===== src/rtl/ram_arb.sv =====
// Two-port round-robin arbiter in front of a single-port RAM with 1-cycle read latency.
// One transaction in flight; the grant cycle drives the RAM directly, RESP holds the result.
module ram_arb #(
  parameter int DW = 128,
  parameter int AW = 16
) (
  input  logic          clk,
  input  logic          rst_n,
  input  logic          p0_req_valid,
  output logic          p0_req_ready,
  input  logic          p0_req_wen,
  input  logic [AW-1:0] p0_req_addr,
  input  logic [DW-1:0] p0_req_wdata,
  output logic          p0_resp_valid,
  input  logic          p0_resp_ready,
  output logic [DW-1:0] p0_resp_rdata,
  input  logic          p1_req_valid,
  output logic          p1_req_ready,
  input  logic          p1_req_wen,
  input  logic [AW-1:0] p1_req_addr,
  input  logic [DW-1:0] p1_req_wdata,
  output logic          p1_resp_valid,
  input  logic          p1_resp_ready,
  output logic [DW-1:0] p1_resp_rdata,
  output logic          ram_ren,
  output logic          ram_wen,
  output logic [AW-1:0] ram_addr,
  output logic [DW-1:0] ram_wdata,
  input  logic [DW-1:0] ram_rdata,
  output logic          dbg_state
);

  // Handshake rule on every channel: a transfer happens on a rising edge where
  // valid & ready are both high; ready never depends on resp_ready.

  typedef enum logic {IDLE = 1'b0, RESP = 1'b1} state_t;

  state_t          state, state_nx;
  logic            owner, is_wr, prio;
  logic            any_valid, grant;
  logic            sel_wen;
  logic [AW-1:0]   sel_addr;
  logic [DW-1:0]   sel_wdata;
  logic            owner_resp_ready;
  logic [DW-1:0]   resp_data;

  assign any_valid        = p0_req_valid | p1_req_valid;
  assign grant            = (p0_req_valid & p1_req_valid) ? prio : p1_req_valid;
  assign owner_resp_ready = owner ? p1_resp_ready : p0_resp_ready;
  assign resp_data        = is_wr ? '0 : ram_rdata;
  assign dbg_state        = state;

  always_comb begin
    sel_wen   = p0_req_wen;
    sel_addr  = p0_req_addr;
    sel_wdata = p0_req_wdata;
    if (grant) begin
      sel_wen   = p1_req_wen;
      sel_addr  = p1_req_addr;
      sel_wdata = p1_req_wdata;
    end
  end

  always_ff @(posedge clk or negedge rst_n) begin
    if (!rst_n) begin
      state <= IDLE;
      owner <= 1'b0;
      is_wr <= 1'b0;
      prio  <= 1'b0;
    end else begin
      state <= state_nx;
      if (state == IDLE && any_valid) begin
        owner <= grant;
        is_wr <= sel_wen;
        prio  <= ~grant;
      end
    end
  end

  always_comb begin
    state_nx = state;
    case (state)
      IDLE:    if (any_valid) state_nx = RESP;
      RESP:    if (owner_resp_ready) state_nx = IDLE;
      default: state_nx = IDLE;
    endcase
  end

  // Outputs are gated by rst_n so they fall immediately when reset asserts.
  always_comb begin
    p0_req_ready  = 1'b0;
    p1_req_ready  = 1'b0;
    p0_resp_valid = 1'b0;
    p1_resp_valid = 1'b0;
    p0_resp_rdata = '0;
    p1_resp_rdata = '0;
    ram_ren       = 1'b0;
    ram_wen       = 1'b0;
    ram_addr      = '0;
    ram_wdata     = '0;
    if (rst_n) begin
      case (state)
        IDLE: begin
          if (any_valid) begin
            p0_req_ready = ~grant;
            p1_req_ready = grant;
            ram_ren      = ~sel_wen;
            ram_wen      = sel_wen;
            ram_addr     = sel_addr;
            ram_wdata    = sel_wdata;
          end
        end
        RESP: begin
          if (owner) begin
            p1_resp_valid = 1'b1;
            p1_resp_rdata = resp_data;
          end else begin
            p0_resp_valid = 1'b1;
            p0_resp_rdata = resp_data;
          end
        end
        default: ;
      endcase
    end
  end

endmodule


===== config.mk =====
export PLATFORM = sky130hd
export DESIGN_NAME = ram_arb
export DESIGN_NICKNAME = d
export VERILOG_FILES = /design/src/rtl/ram_arb.sv
export SDC_FILE = /design/constraint.sdc
export NUM_CORES = 1
export LEC_CHECK = 0
export BUFFER_PORTS_ARGS = -buffer_cell sky130_fd_sc_hd__buf_2
export CELL_PAD_IN_SITES_DETAIL_PLACEMENT = 1
export CELL_PAD_IN_SITES_GLOBAL_PLACEMENT = 1
export CORE_AREA = 2 2 323 325
export DETAILED_ROUTE_END_ITERATION = 10
export DIE_AREA = 0 0 325 327
export PLACE_DENSITY = 0.36
export SYNTH_ARGS = -nofsm -noshare
export SYNTH_HDL_FRONTEND = slang
export SYNTH_SLANG_ARGS = --single-unit

===== constraint.sdc =====
create_clock -name clk -period 3.3 [get_ports clk]
set_input_delay 0.66 -clock clk [delete_from_list [all_inputs] [get_ports clk]]
set_output_delay 0.66 -clock clk [all_outputs]
set_load 0.01 [all_outputs]

* Yosys cells after proc, flatten, opt, wreduce, memory -nomap -nowiden *
Index checks and enable logic that the tools add are counted.

word-level totals
  register bits after elaboration = 4
  bits of input ports = 424
  output and inout bits = 407
  logic and storage cells = 49

cells by class
  multiplexer cells = 39
  bitwise gates (word level) = 5
  reduce and logical (&&, ||, !) cells = 1

operator list
  kind                 count
  $mux W128            11
  $mux W16             4
  $mux W1              23
  $not A1 Y1           3
  $pmux W1 S2          1
  $and A1 B1 Y1        1
  $logic_and A1 B1 Y1  1
  $or A1 B1 Y1         1

* Longest topological paths before layout *
Gate-level depths: netlist (run 1).

  depth after elaboration = 7
  mapped depth = 6
  depth with buffers taken out = 3

* Worst setup path before layout (run 1) *
No wires, ideal clock.

  path type = input to output
  start point = in p1_req_valid
  end point = out ram_addr[0]
  arrival = 1.483 ns
  data required time = 2.640 ns
  path slack = 1.157 ns
  stages = 6
  path buffers = 3
  cells stage by stage = buf_4 > inv_4 > buf_4 > buf_4 > o21ai_2 > a21oi_2

on the way
  longest elaborated chain between the ends = 6
  elaborated cells on any way between the ends = 7
  classes of those cells = 5 x mux; 2 x bitwise

ends and longest elaborated chain
  what                line  text
  start: declaration  17    input logic p1_req_valid,
  $and A1 B1 Y1       48    assign grant = (p0_req_valid & p1_req_valid) ? prio : p1_req_valid;
  $mux W1             48
  $mux W16            57    if (grant) begin
  $mux W16 (*)        104   if (any_valid) begin
  $mux W16 (*)        102   case (state)
  $mux W16 (*)        101   if (rst_n) begin
  end: declaration    27    output logic [AW-1:0] ram_addr,

Every way passes the cells marked *; elsewhere a longest branch is shown, timed or not.

* Final worst setup path (run 1) *
  start point = in p1_req_valid
  end point = out ram_wdata[90]

on the way
  longest elaborated chain between the ends = 6
  elaborated cells on any way between the ends = 7
  classes of those cells = 5 x mux; 2 x bitwise

ends and longest elaborated chain
  what              line  text
  $and A1 B1 Y1     48
  $mux W1           48
  $mux W128         57
  $mux W128 (*)     104
  $mux W128 (*)     102
  $mux W128 (*)     101
  end: declaration  28    output logic [DW-1:0] ram_wdata,

Marks and branches as above.

==> results of run 1 <==
-- registers in the layout, indices dropped and copies added (netlist names) --
signal and flops:
dbg_state 1, is_wr 1, owner 1, prio 1
-- cell usage after synthesis, types with 2 or more instances --
library cell and count:
dfrtp_1 4, nand2_1 5, buf_2 50, buf_6 13
o21ai_0 95, nor2b_1 2, nand3_1 146, o21ai_2 52
a21oi_1 97, buf_4 13, a21oi_2 50, inv_1 2
nand2b_1 129, clkbuf_1 41, buf_12 6, nor2_1 256
-- worst register-to-register path: stages, from the launching register on --
cell and delay (ns):
dfrtp_1 0.35, nand2b_4 0.21, buf_12 0.27, nand2_1 0.14
mux2_2 0.27
-- power groups by stage --
stage	combinational, W	sequential (W)	clock [W]
final	0.00400	0.000224	0.000195
after global routing	0.00435	0.000251	0.000204
after CTS	0.00411	0.000240	0.000200
after detailed placement	0.00409	0.000239	0
after global placement	0.00412	0.000232	0
after floorplan	0.00229	0.0000949	0
-- metrics by stage --
stage	setup slack (ns)	std cells
finish	0.0567	3118
global route	0.000196	3114
CTS	0.0619	3114
detailed placement	0.00345	3110
global placement	-0.0189	3110
floorplan	1.16	970
-- per-layer routing --
metal  global-route usage, %  up-vias  wire [µm]
li1                        -     4783          -
met1                    16.3     4783      31100
met2                    21.4      533      33300
met3                    3.48       94       5140
met4                   0.664       22        763
met5                       0        -        130
-- how the worst max path moves through the flow --
stage	depth (start not counted)	slack [ns]	endpoint
after floorplan	6	1.16	ram_addr[0]
after global placement	6	-0.02	ram_wdata[75]
after detailed placement	7	0.003	ram_wdata[75]
after CTS	7	0.06	ram_wdata[90]
after global routing	6	0.0002	ram_wdata[38]
final	6	0.06	ram_wdata[90]
-- cell families after synthesis --
logic type      Yosys count  synth area share, %
compound gates          296                 35.0
flops                     4                 1.88
simple gates            542                 48.0
buf+inv                 126                 14.7
mux                       2                0.399
-- layout make-up --
cell class	count	area, µm²
sequential	4	104
tap	1380	1730
clock buffer	4	78.8
inverter	3	16.3
fill	12900	91700
antenna	4	10.0
timing repair buffer	883	4750
multi-input combinational	840	4480
==> results.yml, run 1 <==
global_routing:
  gr-usage-all-layers_pct: 12.5
  grt_pass1_vias: 10500
  grt_pass1_wl_mm: 93.3
  gr-total-overflow: 0
  antenna_found_initial: 51
  grt_max_degree: 65
timing:
  max_freq_mhz: 308
  min_period_ns: 3.24
  slew_headroom_pct: 48.7
  hold_viol: 0
  whs_ns: 0.268
  tns_ns: 0
  finalSetupViolCount: 0
  fin_crit_sh_pct: 98.3
  tightest_slew_ns: 0.770
  rsz0062_at_grt: "no"
  fin_skew_ns: 0.00439
  slew_viol_final: 0
floorplan:
  coreArea_um2: 103000
  design.portCount: 831
  rows: 118
  die_area_um2: 106000
  start_util_pct: 5.18
  die_h_um: 327
  die_x_um: 325
worst_setup_path:
  worstSetupPathType: "primary input to output pin"
  max_stage_delay_ns: 0.43
  arrival_ns: 2.58
  worstSetupStartpoint: "p1_req_valid"
  worst-r2r-setup-slack_ns: 1.94
  cp-start-kind: "primary input"
  r2r_start: "prio$_DFFE_PN0P_"
  crit_required_ns: 2.64
  critPathTopFamily: "buffers and inverters"
  worstPathCellList: "buf_6, inv_6, buf_4, o21ai_0, a21oi_1, buf_2"
  path_buf_inv: 4
  worst_setup_path_end_kind: "output pin"
  r2r_cells: 4
  crit_fanout: 51
  crit_slowest_cell: "a21oi_1"
  r2r-end: "prio$_DFFE_PN0P_"
yosys:
  yosysUniqueCellTypes: 25
  synth_ff_type: "dfrtp_1"
  syn-instance-count: 970
  synth_top_area_share_pct: 18.0
  synth.cell_area_um2: 5330
  synth_nets: 1394
  yosysTopAreaCell: "nor2_1"
  ys_seq_area_share_pct: 1.88
  synth_edf_count: 0
  ys_ff_latch: 4
  synth_async_sr_flop_share_pct: 100
  synth.avg_cell_area_um2: 5.49
  synth_area_leaders: "nor2_1 18%, nand2b_1 15%, nand3_1 14%"
  yosys_warnings: 0
clock_tree:
  ctsHoldBuffers: 0
  clockRootBuffer: "clkbuf_16"
  htreeDepth: 1
  cts_sinks: 4
  cts_resized: 1
  clk_pin_slew_ns: 0.03
  cts_buffers: 3
  cts_tree: "done"
  insertion_delay_ns: 0.23
  cts_buffer_depth: 2
  post-cts-setup-buffers: 0
pwr:
  p_switching_w: 0.00275
  p_seq_share_pct: 5.1
  irDropWorstVdd_mv: 0.288
  power_density_nw_per_um2: 395
  p_leak_nw: 5.58
  cellInternalPower_w: 0.00167
  total_power_w: 0.00442
  p_sw_share_pct: 62.3
  comb_power_share_pct: 90.5
  power_frac_clock_pct: 4.4
placement:
  place_area_um2: 11100
  gp_congestion: 0.810
  io_buffers: 830
  dp_hpwl_mm: 62.6
routing:
  postRouteAntennaNets: 0
  drtIter0Drc: 354
  totalWireLength_mm: 70.5
  firstDrtPassIters: 4
  drt-wirelength-per-cell_um: 22.6
  viasPerCell: 3.28
  vias: 10200
  drcViolationCount: 0
final_layout:
  drive_above_1_share_pct: 57.4
  final_cell_mix: "828 x buf_2, 256 x nor2_1, 145 x nand3_1"
  nets: 2159
  final_common_cell: "buf_2"
  utilization_pct: 10.9
  area_delta_synth_final_pct: 110
  fin_area_um2: 11200
job:
  drv_cap: 0
run_status:
  status: "complete, no violations"
worst_hold_path:
  hold_path.class: "primary input to asynchronous set/reset pin"
No activity file was read; power rests on OpenSTA's default activity.
==> run 2, diff against run 1 <==
==> config.mk (replaced) <==
export PLATFORM = sky130hd
export DESIGN_NAME = ram_arb
export DESIGN_NICKNAME = d
export VERILOG_FILES = /design/src/rtl/ram_arb.sv
export SDC_FILE = /design/constraint.sdc
export NUM_CORES = 1
export LEC_CHECK = 0
export BUFFER_PORTS_ARGS = -buffer_cell sky130_fd_sc_hd__buf_2
export CORE_AREA = 2 2 326 328
export DETAILED_ROUTE_END_ITERATION = 10
export DIE_AREA = 0 0 328 330
export PLACE_DENSITY = 0.3
export SYNTH_ARGS = -nofsm -noshare
export SYNTH_HDL_FRONTEND = slang
export SYNTH_SLANG_ARGS = --single-unit
==> run 2 against run 1 <==
Effect of this change:
- cell area fell by 1.1%
- final cell count did not move
- sequential share of layout area barely moved
- total power rose by 1.8%
- critical endpoint is now ram_wdata[99]
- sequential power fell by 19%
- clock skew rose by 0.0035 ns
- critical path depth did not move
- hold slack got worse by 0.0062 ns
- clock power barely moved
- count of clock-buffer cells in the layout did not move
- non-clock buffer count fell by 15
==> results.yml, run 2 (synthesized netlist as in run 1, its figures left out) <==
run_status:
  status: "complete, no violations"
floorplan:
  die_x_um: 328
  die_h_um: 330
  coreArea_um2: 105000
  design.portCount: 831
  die_area_um2: 108000
  start_util_pct: 5.09
  rows: 119
final_layout:
  utilization_pct: 10.6
  final_common_cell: "buf_2"
  seq_area_um2: 104
  fin_cells: 3118
  nets: 2144
  fillers: 12500
  multi_input_area_um2: 4480
  drive_above_1_share_pct: 57.0
  final_cell_mix: "829 x buf_2, 256 x nor2_1, 145 x nand3_1"
  area_delta_synth_final_pct: 107
placement:
  io_buffers: 830
  dp.cells: 3106
  gp_congestion: 0.838
  post-place-ws_ns: 0.188
  dp_hpwl_mm: 68.8
worst_hold_path:
  hold_path.class: "primary input to asynchronous set/reset pin"
timing:
  hold_viol: 0
  finalWorstSetupSlack_ns: 0.257
  tightest_slew_ns: 0.876
  fin_crit_sh_pct: 92.2
  slew_viol_final: 0
  slew_headroom_pct: 41.6
  max_freq_mhz: 329
  rsz0062_at_grt: "no"
  min_period_ns: 3.04
  tns_ns: 0
  fin_skew_ns: 0.00785
  finalSetupViolCount: 0
worst_setup_path:
  cpMostUsedCell: "buf_2"
  critPathTopFamily: "buffers and inverters"
  cp-start-kind: "primary input"
  arrival_ns: 2.38
  worstPathCellList: "buf_2, nor2b_1, o21ai_4, buf_4, a21oi_2, buf_2"
  crit_slowest_cell: "a21oi_2"
  path_buf_inv: 3
  max_stage_delay_ns: 0.53
  worstSetupPathType: "primary input to output pin"
  crit_required_ns: 2.64
  worst_setup_path_end_kind: "output pin"
  crit_fanout: 67
clock_tree:
  htreeDepth: 1
  insertion_delay_ns: 0.23
  cts_resized: 0
  cts_buffers: 3
  cts_sinks: 4
  cts_buffer_depth: 2
  cts_tree: "done"
  ctsHoldBuffers: 0
  clockRootBuffer: "clkbuf_16"
  post-cts-setup-buffers: 0
  clk_pin_slew_ns: 0.04
global_routing:
  gr-usage-all-layers_pct: 13.3
  grt_pass1_vias: 10100
  use_met1_pct: 17.3
  grt-busiest-layer: "met2"
  antenna_found_initial: 66
  grt_use_met3_pct: 3.67
  gr-total-overflow: 0
  grt_pass1_wl_mm: 97.2
  grt_max_degree: 73
  grtUsageMet2_pct: 23.0
pwr:
  comb_power_share_pct: 91.6
  irDropWorstVdd_mv: 0.280
  cellInternalPower_w: 0.00160
  p_sw_share_pct: 64.4
  p_leak_nw: 5.51
  p_seq_share_pct: 4.0
  power_density_nw_per_um2: 407
  p_switching_w: 0.00290
  power_frac_clock_pct: 4.4
routing:
  drcViolationCount: 0
  drt-wirelength-per-cell_um: 24.8
  firstDrtPassIters: 5
  drtIter0Drc: 523
  vias: 10300
  postRouteAntennaNets: 0
  totalWireLength_mm: 77.3
  viasPerCell: 3.32
job:
  drv_cap: 0
run 2: cell type report:
class / count / share of cell area [%]
antenna: 8 / 0.181
tap: 1391 / 15.8
clock buffer: 4 / 0.713
multi-input combinational: 840 / 40.6
sequential: 4 / 0.940
timing repair buffer: 868 / 41.7
inverter: 3 / 0.147
run 2: path summary, 6_finish.rpt:
| kind | start | to | slack, ns | cells past startpoint |
|---|---|---|---|---|
| max | rst_n | ram_wdata[99] | 0.26 | 6 |
| max reg2reg | prio$_DFFE_PN0P_ | is_wr$_DFFE_PN0P_ | 1.82 | 4 |
| max in group asynchronous | rst_n | is_wr$_DFFE_PN0P_ | 2.86 | 1 |
| min reg2reg | prio$_DFFE_PN0P_ | prio$_DFFE_PN0P_ | 0.56 | 1 |
| min | rst_n | is_wr$_DFFE_PN0P_ | 0.26 | 1 |
| min in group clk | prio$_DFFE_PN0P_ | prio$_DFFE_PN0P_ | 0.56 | 1 |
run 2: worst reg2reg max path, stage by stage, from the launching register on:
cell,delay [ns]
dfrtp_1,0.39
and2b_4,0.27
buf_12,0.27
o21ai_2,0.29
a21oi_1,0.16
run 2: layer usage:
metal	share of wire, %	wire length [µm]
met5	0.34	262
met2	48	36700
met3	8.8	6820
met1	42	32800
met4	0.90	699
run 2: metrics by stage:
step                      hold WS (ns)  cell area [µm²]  power [W]
after floorplan                  0.364             5330    0.00238
after global placement           0.506            10900    0.00449
after detailed placement         0.510            10900    0.00445
after CTS                        0.263            11000    0.00467
after global routing             0.272            11000    0.00490
final                            0.262            11000    0.00450
run 2: power groups by stage:
stage | Sequential, W | Clock [W] | Combinational [W]
after floorplan | 0.0000949 | 0 | 0.00229
after CTS | 0.000191 | 0.000204 | 0.00427
after global routing | 0.000194 | 0.000205 | 0.00450
after global placement | 0.000193 | 0 | 0.00429
final | 0.000181 | 0.000198 | 0.00412
after detailed placement | 0.000190 | 0 | 0.00426
==> run 3, diff against run 2 <==
--- a/config.mk
+++ b/config.mk
@@ -5,10 +5,11 @@
 export SDC_FILE = /design/constraint.sdc
 export NUM_CORES = 1
 export LEC_CHECK = 0
+export ABC_AREA = 1
 export BUFFER_PORTS_ARGS = -buffer_cell sky130_fd_sc_hd__buf_2
-export CORE_AREA = 2 2 326 328
+export CORE_AREA = 2 2 324 326
 export DETAILED_ROUTE_END_ITERATION = 10
-export DIE_AREA = 0 0 328 330
+export DIE_AREA = 0 0 326 328
 export PLACE_DENSITY = 0.3
 export SYNTH_ARGS = -nofsm -noshare
 export SYNTH_HDL_FRONTEND = slang
==> run 3 against run 2 <==
Effect of this change:
- clock skew fell by 0.0062 ns
- non-clock buffer count shrank 18
- die area down 1.2%
- sequential power is 29% lower
- highest routed layer unchanged
- largest cell class unchanged
==> results.yml, run 3 <==
routing:
  drt-wirelength-per-cell_um: 25.3
  viasPerCell: 3.12
  drcViolationCount: 0
  postRouteAntennaNets: 0
  drtIter0Drc: 571
  totalWireLength_mm: 85.6
  vias: 10600
  firstDrtPassIters: 5
worst_setup_path:
  worstSetupPathType: "register to output pin"
  r2r_cells: 3
  r2r-end: "is_wr$_DFFE_PN0P_"
  arrival_ns: 2.56
  crit_fanout: 47
  worst_setup_path_end_kind: "output pin"
  worst-r2r-setup-slack_ns: 1.80
  crit_required_ns: 2.64
  r2r_start: "dbg_state$_DFF_PN0_"
  cp-start-kind: "register"
yosys:
  synth.cell_area_um2: 4800
  yosys_warnings: 0
  syn-instance-count: 1229
  synth_ff_type: "dfrtp_1"
  synth.avg_cell_area_um2: 3.90
  synth_async_sr_flop_share_pct: 100
  ys_seq_area_share_pct: 2.09
  yosysTopAreaCell: "nor2_1"
  synth_top_cells_by_count: "548 x nor2_1, 424 x nand2_1, 151 x inv_1"
  ys_ff_latch: 4
  synth_top_area_share_pct: 42.9
  synth_area_leaders: "nor2_1 43%, nand2_1 33%, inv_1 12%"
  synth_edf_count: 0
  synth_nets: 1653
  yosysUniqueCellTypes: 17
  yosysMostFrequentCell: "nor2_1"
global_routing:
  grt_max_degree: 85
  gr-usage-all-layers_pct: 15.1
  gr-total-overflow: 0
  antenna_found_initial: 97
  grt_pass1_vias: 10100
  grt_pass1_wl_mm: 106
floorplan:
  die_area_um2: 107000
  start_util_pct: 4.65
  design.portCount: 831
  die_x_um: 326
  rows: 118
  coreArea_um2: 103000
  die_h_um: 328
timing:
  max_freq_mhz: 310
  slew_headroom_pct: 64.3
  fin_crit_sh_pct: 97.7
  min_period_ns: 3.22
  finalSetupViolCount: 0
  hold_viol: 0
  rsz0062_at_grt: "no"
  fin_skew_ns: 0.00164
  slew_viol_final: 0
  tightest_slew_ns: 0.535
  whs_ns: 0.420
placement:
  io_buffers: 830
  dp_hpwl_mm: 78.7
  gp_congestion: 0.906
clock_tree:
  cts_tree: "done"
  cts_buffers: 3
  htreeDepth: 1
  cts_buffer_depth: 2
  insertion_delay_ns: 0.22
  clk_pin_slew_ns: 0.03
  cts_sinks: 4
  clockRootBuffer: "clkbuf_16"
  post-cts-setup-buffers: 0
pwr:
  cellInternalPower_w: 0.00145
  comb_power_share_pct: 93.0
  p_sw_share_pct: 67.8
  p_seq_share_pct: 2.8
  power_density_nw_per_um2: 419
  p_leak_nw: 6.78
  irDropWorstVdd_mv: 0.222
  total_power_w: 0.00451
  power_frac_clock_pct: 4.2
  p_switching_w: 0.00306
final_layout:
  area_delta_synth_final_pct: 125
  final_cell_mix: "828 x buf_2, 540 x nor2_1, 424 x nand2_1"
  nets: 2419
  final_common_cell: "buf_2"
  drive_above_1_share_pct: 43.5
run_status:
  status: "complete, no violations"
worst_hold_path:
  hold_path.class: "primary input to asynchronous set/reset pin"
job:
  drv_cap: 0
run 3: changes by cell type after synthesis, sizes merged, moves of 129 or more:
cell	delta
nor2	+293
nand3	-142
nand2b	-129
o21ai	-145
nand2	+419
a21oi	-145
inv	+148
run 3: worst max-delay path: stages (launching register included):
cell and delay (ns):
dfrtp_1 0.57, o21bai_2 0.40, nor2_4 0.27, buf_12 0.18
buf_12 0.25, nand2_1 0.08, nor2_1 0.29, buf_2 0.27
run 3: cells by family (layout without fill, tap and decap cells):
family,Yosys count,after routing,share of synthesized area (%)
buf+inv,240,1004,20.2
other cells,0,7,0
compound gates,7,7,0.887
flops,4,4,2.09
simple gates,978,978,76.8
run 3: how the worst max path moves through the flow:
stage          cells after the start  slack [ns]           startpoint             to
2_1_floorplan                      6        1.12         p1_req_valid    ram_addr[0]
3_3_place_gp                       7       -0.04         p1_req_valid  ram_wdata[51]
3_5_place_dp                       7       -0.03         p0_req_valid  ram_wdata[51]
4_1_cts                            7        0.03  dbg_state$_DFF_PN0_   ram_addr[15]
5_1_grt                            7        0.03  dbg_state$_DFF_PN0_   ram_addr[15]
6_report                           7        0.08  dbg_state$_DFF_PN0_   ram_addr[15]
run 3: power groups by stage:
| stage | registers (W) | clock network, W | logic, W |
|---|---|---|---|
| 4_1_cts | 0.000127 | 0.000193 | 0.00435 |
| 6_report | 0.000128 | 0.000189 | 0.00420 |
| 3_5_place_dp | 0.000128 | 0 | 0.00432 |
| 5_1_grt | 0.000132 | 0.000198 | 0.00461 |
| 3_3_place_gp | 0.000128 | 0 | 0.00437 |
| 2_1_floorplan | 0.0000949 | 0 | 0.00199 |
run 3: repair_timing:
item	CTS	global route
setup endpoints to repair	11	0
gates resized for setup	9	0
hold buffers	0	0
run 3: per-stage QoR:
stage                     setup TNS (ns)  worst slack [ns]  utilization, %  cells  area [µm²]
after floorplan                        0              1.12               -   1229        4800
after detailed placement         -0.0461           -0.0331            10.3   3370       10700
after CTS                              0            0.0274            10.4   3373       10800
after global routing                   0            0.0258            10.4   3377       10800
after global placement           -0.0844           -0.0379            10.3   3370       10700
final                                  0            0.0753            10.4   3380       10800
run 3: cell type report:
cell class                      count  area, µm²
Timing Repair Buffer              850       4500
Inverter                          151        569
Clock buffer                        3       75.1
Sequential cell                     4        100
Multi-Input combinational cell    985       3790
Fill cell                       12600      92400
Tap cell                         1380       1730
Antenna cell                        7       17.5
run 3: metal layers:
metal | up-vias | track usage, % | wire length, µm
met1 | 4652 | 17.0 | 33000
met2 | 645 | 27.3 | 42000
met5 | - | 0 | 392
met4 | 60 | 1.44 | 1790
li1 | 5011 | - | -
met3 | 182 | 6.32 | 8350
